`config.mk`:
```
export PLATFORM = sky130hd
export DESIGN_NAME = bin2bcd_seq
export DESIGN_NICKNAME = d
export VERILOG_FILES = /design/src/rtl/bin2bcd_seq.sv
export SDC_FILE = /design/constraint.sdc
export NUM_CORES = 1
export LEC_CHECK = 0
export BUFFER_PORTS_ARGS = -buffer_cell sky130_fd_sc_hd__buf_2
export CAP_MARGIN = 20
export CORE_ASPECT_RATIO = 1.1
export CORE_MARGIN = 1.5
export CORE_UTILIZATION = 35
export CTS_BUF_LIST = sky130_fd_sc_hd__clkbuf_2
export CTS_CLUSTER_DIAMETER = 150
export DETAILED_ROUTE_END_ITERATION = 10
export SLEW_MARGIN = 40
export SYNTH_ARGS = -nofsm -noshare
export SYNTH_HDL_FRONTEND = slang
export SYNTH_SLANG_ARGS = --single-unit
```
`constraint.sdc`:
```
create_clock -name clk -period 1.6 [get_ports clk]
set_clock_uncertainty 0.2 [all_clocks]
set_input_delay 0.32 -clock clk [delete_from_list [all_inputs] [get_ports clk]]
set_output_delay 0.32 -clock clk [all_outputs]
set_load 0.05 [all_outputs]
```
`src/rtl/bin2bcd_seq.sv`:
```
// bin2bcd_seq: sequential binary-to-BCD converter (shift-and-add-3) with a
// start/busy/done handshake. It feeds the digit codes of the seg7 driver.
// Optional feature macro: BCD_OVF_DASH_EN. When it is defined, results above
// 99 show 8'hAA in the two low nibbles, so the display shows dash-dash.
module bin2bcd_seq #(
    parameter int unsigned DATA_W = 8,
    parameter int unsigned DIGITS = 3
) (
    input  logic                  clk,
    input  logic                  rst,
    input  logic                  start,
    input  logic [DATA_W-1:0]     bin_in,
    output logic [4*DIGITS-1:0]   bcd_out,
    output logic                  ovf,
    output logic                  busy,
    output logic                  done
);

    localparam int unsigned BCD_W = 4 * DIGITS;
    localparam int unsigned SR_W  = BCD_W + DATA_W;
    localparam int unsigned CNT_W = $clog2(DATA_W + 1);

    // Smallest power of ten with DIGITS zeros; used to size-check DIGITS.
    function automatic longint unsigned pow10(input int unsigned n);
        longint unsigned r;
        r = 64'd1;
        for (int unsigned i = 0; i < n; i++) begin
            r = r * 64'd10;
        end
        return r;
    endfunction

    localparam longint unsigned BCD_CAP = pow10(DIGITS);
    localparam longint unsigned BIN_MAX = (64'd1 << DATA_W) - 64'd1;

    // Elaboration-time parameter sanity checks.
    if (DATA_W < 4 || DATA_W > 13) begin : g_bad_data_w
        $error("bin2bcd_seq: DATA_W=%0d outside legal range 4..13", DATA_W);
    end
    if (BCD_CAP <= BIN_MAX) begin : g_bad_digits
        $error("bin2bcd_seq: DIGITS=%0d too small for DATA_W=%0d", DIGITS, DATA_W);
    end

    typedef enum logic {
        IDLE = 1'b0,
        CONV = 1'b1
    } state_e;

    state_e                state_q, state_d;
    logic [SR_W-1:0]       sr_q, sr_d;
    logic [CNT_W-1:0]      cnt_q, cnt_d;
    logic [BCD_W-1:0]      bcd_q, bcd_d;
    logic                  ovf_q, ovf_d;
    logic                  busy_q, busy_d;
    logic                  done_q, done_d;

    logic [SR_W-1:0]       sr_adj_c;
    logic [SR_W-1:0]       sr_shift_c;
    logic [BCD_W-1:0]      bcd_fin_c;
    logic                  ovf_fin_c;

    // Add-3 correction of every BCD nibble >= 5 on the registered value, then shift.
    always_comb begin
        sr_adj_c = sr_q;
        for (int k = 0; k < int'(DIGITS); k++) begin
            if (sr_q[DATA_W + 4*k +: 4] >= 4'd5) begin
                sr_adj_c[DATA_W + 4*k +: 4] = sr_q[DATA_W + 4*k +: 4] + 4'd3;
            end
        end
        sr_shift_c = {sr_adj_c[SR_W-2:0], 1'b0};
    end

    // Final result as it would be written on the last shift, plus overflow flag.
    always_comb begin
        bcd_fin_c = sr_shift_c[SR_W-1 -: BCD_W];
        ovf_fin_c = 1'b0;
        for (int k = 2; k < int'(DIGITS); k++) begin
            ovf_fin_c = ovf_fin_c | (|bcd_fin_c[4*k +: 4]);
        end
`ifdef BCD_OVF_DASH_EN
        if (ovf_fin_c) begin
            bcd_fin_c[7:0] = 8'hAA;
        end
`else
        bcd_fin_c = bcd_fin_c;
`endif
    end

    // Next-state and next-output logic for the IDLE/CONV controller.
    always_comb begin
        state_d = state_q;
        sr_d    = sr_q;
        cnt_d   = cnt_q;
        bcd_d   = bcd_q;
        ovf_d   = ovf_q;
        busy_d  = busy_q;
        done_d  = 1'b0;

        unique case (state_q)
            IDLE: begin
                if (start) begin
                    sr_d    = {{BCD_W{1'b0}}, bin_in};
                    cnt_d   = CNT_W'(DATA_W);
                    busy_d  = 1'b1;
                    state_d = CONV;
                end
            end
            CONV: begin
                sr_d  = sr_shift_c;
                cnt_d = cnt_q - CNT_W'(1);
                if (cnt_q == CNT_W'(1)) begin
                    bcd_d   = bcd_fin_c;
                    ovf_d   = ovf_fin_c;
                    done_d  = 1'b1;
                    busy_d  = 1'b0;
                    state_d = IDLE;
                end
            end
            default: begin
                state_d = IDLE;
                busy_d  = 1'b0;
            end
        endcase
    end

    // State and output registers; synchronous reset wins over everything.
    always_ff @(posedge clk) begin
        if (rst) begin
            state_q <= IDLE;
            sr_q    <= '0;
            cnt_q   <= '0;
            bcd_q   <= '0;
            ovf_q   <= 1'b0;
            busy_q  <= 1'b0;
            done_q  <= 1'b0;
        end else begin
            state_q <= state_d;
            sr_q    <= sr_d;
            cnt_q   <= cnt_d;
            bcd_q   <= bcd_d;
            ovf_q   <= ovf_d;
            busy_q  <= busy_d;
            done_q  <= done_d;
        end
    end

    assign bcd_out = bcd_q;
    assign ovf     = ovf_q;
    assign busy    = busy_q;
    assign done    = done_q;

endmodule
```
==> impl_results.html <==
<table>
<tr><th>Metric</th><th>Value</th></tr>
<tr><th colspan="2">Route</th></tr>
<tr><td>Residual DRC</td><td>0</td></tr>
<tr><td>Via-to-Cell Ratio</td><td>4.94</td></tr>
<tr><td>Total vias in the final route</td><td>1635</td></tr>
<tr><td>Number of detailed-routing iterations run before antenna repair</td><td>4</td></tr>
<tr><td>Routed WL</td><td>4220 µm</td></tr>
<tr><td>Violation count after the first detailed-route iteration</td><td>52</td></tr>
<tr><td>Remaining antenna violation count after routing</td><td>0</td></tr>
<tr><td>Routed WL per cell</td><td>12.8 µm</td></tr>
<tr><th colspan="2">STA</th></tr>
<tr><td>Setup slack after layout</td><td>-0.0417 ns</td></tr>
<tr><td>Slew @ Worst Pin</td><td>0.316 ns</td></tr>
<tr><td>Setup_tns</td><td>-0.261 ns</td></tr>
<tr><td>Relative slew slack</td><td>78.7%</td></tr>
<tr><td>Achievable frequency</td><td>609 MHz</td></tr>
<tr><td>Clock period minus worst slack</td><td>1.64 ns</td></tr>
<tr><td>Total count of hold-check failures in the final report</td><td>0</td></tr>
<tr><td>Period utilization</td><td>103%</td></tr>
<tr><td>Final setup violating endpoints</td><td>10</td></tr>
<tr><td>Setup repair after global routing missed its margin</td><td>yes</td></tr>
<tr><td>Pins over their slew limit</td><td>0</td></tr>
<tr><th colspan="2">Placed design</th></tr>
<tr><td>Dpl hpwl</td><td>2680 µm</td></tr>
<tr><td>Worst setup slack before clock tree synthesis</td><td>-0.0728 ns</td></tr>
<tr><td>Port Buf Inserts</td><td>25</td></tr>
<tr><td>Final RePlAce weighted congestion</td><td>0.733</td></tr>
<tr><th colspan="2">Setup path</th></tr>
<tr><td>Reg2reg setup slack</td><td>-0.04 ns</td></tr>
<tr><td>Setup Crit Path Kind</td><td>reg2reg</td></tr>
<tr><td>Arrival time of the worst setup path</td><td>1.78 ns</td></tr>
<tr><td>Critical path, cell by cell</td><td>inv_2 -&gt; ha_4 -&gt; nand2_4 -&gt; nor3_4 -&gt; buf_4 -&gt; nand2b_4 -&gt; o22ai_1</td></tr>
<tr><td>Combined buffer and inverter count along the critical path</td><td>2</td></tr>
<tr><td>Max incr delay on CP</td><td>0.38 ns</td></tr>
<tr><td>Top delay family on crit path</td><td>simple AND/OR/NAND/NOR gates</td></tr>
<tr><td>Worst r2r dst</td><td>bcd_out[1]</td></tr>
<tr><td>Critical Path Start Type</td><td>register</td></tr>
<tr><td>Slowest CP cell</td><td>sky130_fd_sc_hd__dfxtp_2</td></tr>
<tr><td>Kind of capture point of the worst setup path</td><td>register</td></tr>
<tr><td>Reg2reg start</td><td>cnt_q[1]</td></tr>
<tr><td>Worst reg-to-reg path cell count</td><td>7</td></tr>
<tr><td>Largest fanout of any net on the critical path</td><td>7</td></tr>
<tr><td>CP required</td><td>1.74 ns</td></tr>
<tr><th colspan="2">Clock network</th></tr>
<tr><td>Clock buffers created by TritonCTS</td><td>5</td></tr>
<tr><td>Number of buffers on the longest clock path</td><td>2</td></tr>
<tr><td>CTS H-tree lvls</td><td>2</td></tr>
<tr><td>Worst-Skew Late Latency</td><td>0.41 ns</td></tr>
<tr><td>Clock slew seen by the registers of the worst setup and hold paths</td><td>0.24 ns</td></tr>
<tr><td>Clock root buffer</td><td>sky130_fd_sc_hd__clkbuf_2</td></tr>
<tr><td>CTS Sinks</td><td>40</td></tr>
<tr><td>TritonCTS clock tree</td><td>yes</td></tr>
<tr><th colspan="2">Outcome</th></tr>
<tr><td>Failing checks</td><td>negative setup slack</td></tr>
<tr><td>Outcome</td><td>complete, but fails checks</td></tr>
<tr><th colspan="2">Global route</th></tr>
<tr><td>Gr usage total</td><td>15.0%</td></tr>
<tr><td>Sum of overflow across all layers after global routing</td><td>0</td></tr>
<tr><td>Pin count of the biggest net entering global routing</td><td>19</td></tr>
<tr><td>Number of global-route vias before repair</td><td>1451</td></tr>
<tr><td>First-pass GRT wire length</td><td>6750 µm</td></tr>
<tr><td>Antenna violations before repair</td><td>0</td></tr>
<tr><th colspan="2">Synthesis</th></tr>
<tr><td>Post-Synthesis Cells</td><td>213</td></tr>
<tr><td>Library cells used by synthesis</td><td>29</td></tr>
<tr><td>Net count after synthesis</td><td>232</td></tr>
<tr><td>#FFs+latches synth</td><td>40</td></tr>
<tr><td>Share of the synthesized area in the top cell type</td><td>43.8%</td></tr>
<tr><td>Synthesis warning total</td><td>0</td></tr>
<tr><td>Post-synthesis instance area</td><td>1830 µm²</td></tr>
<tr><td>Top cells by area, synth</td><td>sky130_fd_sc_hd__dfxtp_1 44%, sky130_fd_sc_hd__nor2_1 6.8%, sky130_fd_sc_hd__mux2i_1 6.0%</td></tr>
<tr><td>Sequential fraction of the synthesis area</td><td>43.8%</td></tr>
<tr><td>Synth Area per Inst</td><td>8.58 µm²</td></tr>
<tr><td>Area leader, netlist</td><td>sky130_fd_sc_hd__dfxtp_1</td></tr>
<tr><th colspan="2">Floorplanning</th></tr>
<tr><td>Vertical die dimension</td><td>78.8 µm</td></tr>
<tr><td>Initial cell density of the core</td><td>36.3%</td></tr>
<tr><td>Io pins</td><td>26</td></tr>
<tr><td>Site Rows</td><td>27</td></tr>
<tr><td>Standard cell core area</td><td>5030 µm²</td></tr>
<tr><td>Die outline area</td><td>5670 µm²</td></tr>
<tr><td>Die span in x</td><td>71.9 µm</td></tr>
<tr><th colspan="2">Final layout</th></tr>
<tr><td>Area Overhead vs Synth</td><td>42.8%</td></tr>
<tr><td>Antenna diode count</td><td>0</td></tr>
<tr><td>Fraction of layout cells with a size suffix above 1</td><td>43.2%</td></tr>
<tr><td>Nets@finish</td><td>291</td></tr>
<tr><th colspan="2">Min path</th></tr>
<tr><td>Min-Delay Path Depth</td><td>5</td></tr>
<tr><td>Hold path startpoint</td><td>bin_in[1]</td></tr>
<tr><td>Worst hold path endpoint</td><td>sr_q[1]</td></tr>
<tr><td>Worst hold-check path type</td><td>in2reg</td></tr>
<tr><th colspan="2">Power</th></tr>
<tr><td>Total leakage power</td><td>1.07 nW</td></tr>
<tr><td>Peak supply drop</td><td>0.000455 V</td></tr>
<tr><td>Cell Pwr Density</td><td>744 nW/µm²</td></tr>
<tr><th colspan="2">Flow run</th></tr>
<tr><td>Max-cap check violation count</td><td>0</td></tr>
</table>
-- synth_stat cells, drive strengths merged --
cell and n:
a311oi 4, mux2 3, a21oi 18, inv 10
o21ai 14, mux2i 11, o21ba 1, nor2 33
and2 2, nand2b 13, nor4 1, xnor2 3
dfxtp 40, a211oi 2, buf 10, ha 8
nor3b 3, nand3b 1, nand3 8, o22ai 6
nand2 8, nor3 9, o31a 1, clkbuf 2
or3 2
-- repair_timing --
action | 4_1_cts | 5_1_grt
hold buffers | 2 | 0
endpoints found under the setup margin | 14 | 34
buffers inserted | 2 | 7
gates cloned | 0 | 1
resized for setup | 23 | 57
pin swaps | 3 | 12
endpoints found under the hold margin | 5 | 0
-- registers in the layout, indices dropped and copies added (netlist names) --
signal   cells
state_q      1
ovf          1
bcd_out     12
busy         1
cnt_q        4
sr_q        20
done         1
-- worst min-delay path: stages --
cell and delay [ns]:
sky130_fd_sc_hd__buf_2 0.07, sky130_fd_sc_hd__mux2i_1 0.05, sky130_fd_sc_hd__nor2_1 0.08, sky130_fd_sc_hd__a21oi_1 0.04
sky130_fd_sc_hd__nor2_1 0.07
-- worst max-delay path by stage --
stage,startpoint,to,slack [ns],cells past startpoint
global route,cnt_q[1],bcd_out[10],-0.09,7
CTS,sr_q[16],bcd_out[10],-0.02,6
global placement,sr_q[9],bcd_out[2],-0.006,6
floorplan,sr_q[17],sr_q[18],0.006,6
finish,cnt_q[1],bcd_out[1],-0.04,7
detailed placement,sr_q[13],bcd_out[6],-0.07,6
-- where the power goes --
part,switching (mW),internal [mW]
logic,0.143,0.121
clock network,0.359,0.261
registers,0.0267,1.03
-- cells by family (layout without fill, tap and decap cells) --
| group | after synthesis | after routing | share of synthesized area [%] |
|---|---|---|---|
| AND/OR/NAND/NOR | 80 | 80 | 21.3 |
| AO/OA/AOI/OAI | 46 | 46 | 14.8 |
| XOR/XNOR | 3 | 3 | 1.44 |
| multiplexers | 14 | 14 | 7.87 |
| buffers and inverters | 22 | 82 | 5.34 |
| flip-flops | 40 | 40 | 43.8 |
| adder cells (fa/ha/maj) | 8 | 8 | 5.48 |
-- stage by stage --
step	area [µm²]	total power [mW]	cells	hold slack, ns	utilization [%]
2_1_floorplan	1850	1.22	213	0.254	-
3_3_place_gp	2200	1.30	311	0.266	43.7
3_5_place_dp	2200	1.30	311	0.269	43.7
4_1_cts	2380	1.92	323	0.0445	47.3
5_1_grt	2610	2.04	331	0.0507	51.9
6_report	2610	1.94	331	0.0395	51.9
-- per-layer routing --
metal | wire, µm | global-route usage [%]
met1 | 2030 | 20.0
met2 | 2010 | 23.7
met3 | 121 | 3.81
met4 | 62 | 4.53
met5 | 0 | 0
-- cell usage in the layout, fill, tap and decap left out, types with 2 or more instances in the layout --
cell type,count
sky130_fd_sc_hd__a21oi_4,3
sky130_fd_sc_hd__mux2i_1,11
sky130_fd_sc_hd__a21oi_1,15
sky130_fd_sc_hd__nand2_1,7
sky130_fd_sc_hd__o22ai_1,5
sky130_fd_sc_hd__o21ai_1,4
sky130_fd_sc_hd__nor2_2,2
sky130_fd_sc_hd__o21ai_2,2
sky130_fd_sc_hd__inv_2,5
sky130_fd_sc_hd__dfxtp_1,28
sky130_fd_sc_hd__inv_1,5
sky130_fd_sc_hd__o21ai_0,8
sky130_fd_sc_hd__or3_1,2
sky130_fd_sc_hd__nand3_1,8
sky130_fd_sc_hd__nor2_1,30
sky130_fd_sc_hd__buf_6,3
sky130_fd_sc_hd__buf_2,12
sky130_fd_sc_hd__mux2_4,3
sky130_fd_sc_hd__nor3_1,8
sky130_fd_sc_hd__xnor2_1,2
sky130_fd_sc_hd__dlygate4sd3_1,2
sky130_fd_sc_hd__nand2b_4,4
sky130_fd_sc_hd__clkbuf_2,5
sky130_fd_sc_hd__a311oi_1,3
sky130_fd_sc_hd__and2_1,2
sky130_fd_sc_hd__dfxtp_2,11
sky130_fd_sc_hd__nor3b_2,2
sky130_fd_sc_hd__buf_4,39
sky130_fd_sc_hd__ha_2,2
sky130_fd_sc_hd__ha_4,5
sky130_fd_sc_hd__nand2b_1,9
sky130_fd_sc_hd__clkbuf_4,7
-- area by class of cell --
class,count,area (µm²)
Multi-Input combinational cell,151,1130
Sequential cell,40,818
Inverter,10,37.5
Fill cell,462,2420
Clock buffer,5,25.0
Tap cell,58,72.6
Clock inverter,3,42.5
Timing Repair Buffer,64,479
Note: power is estimated with default switching activity, not from simulation.
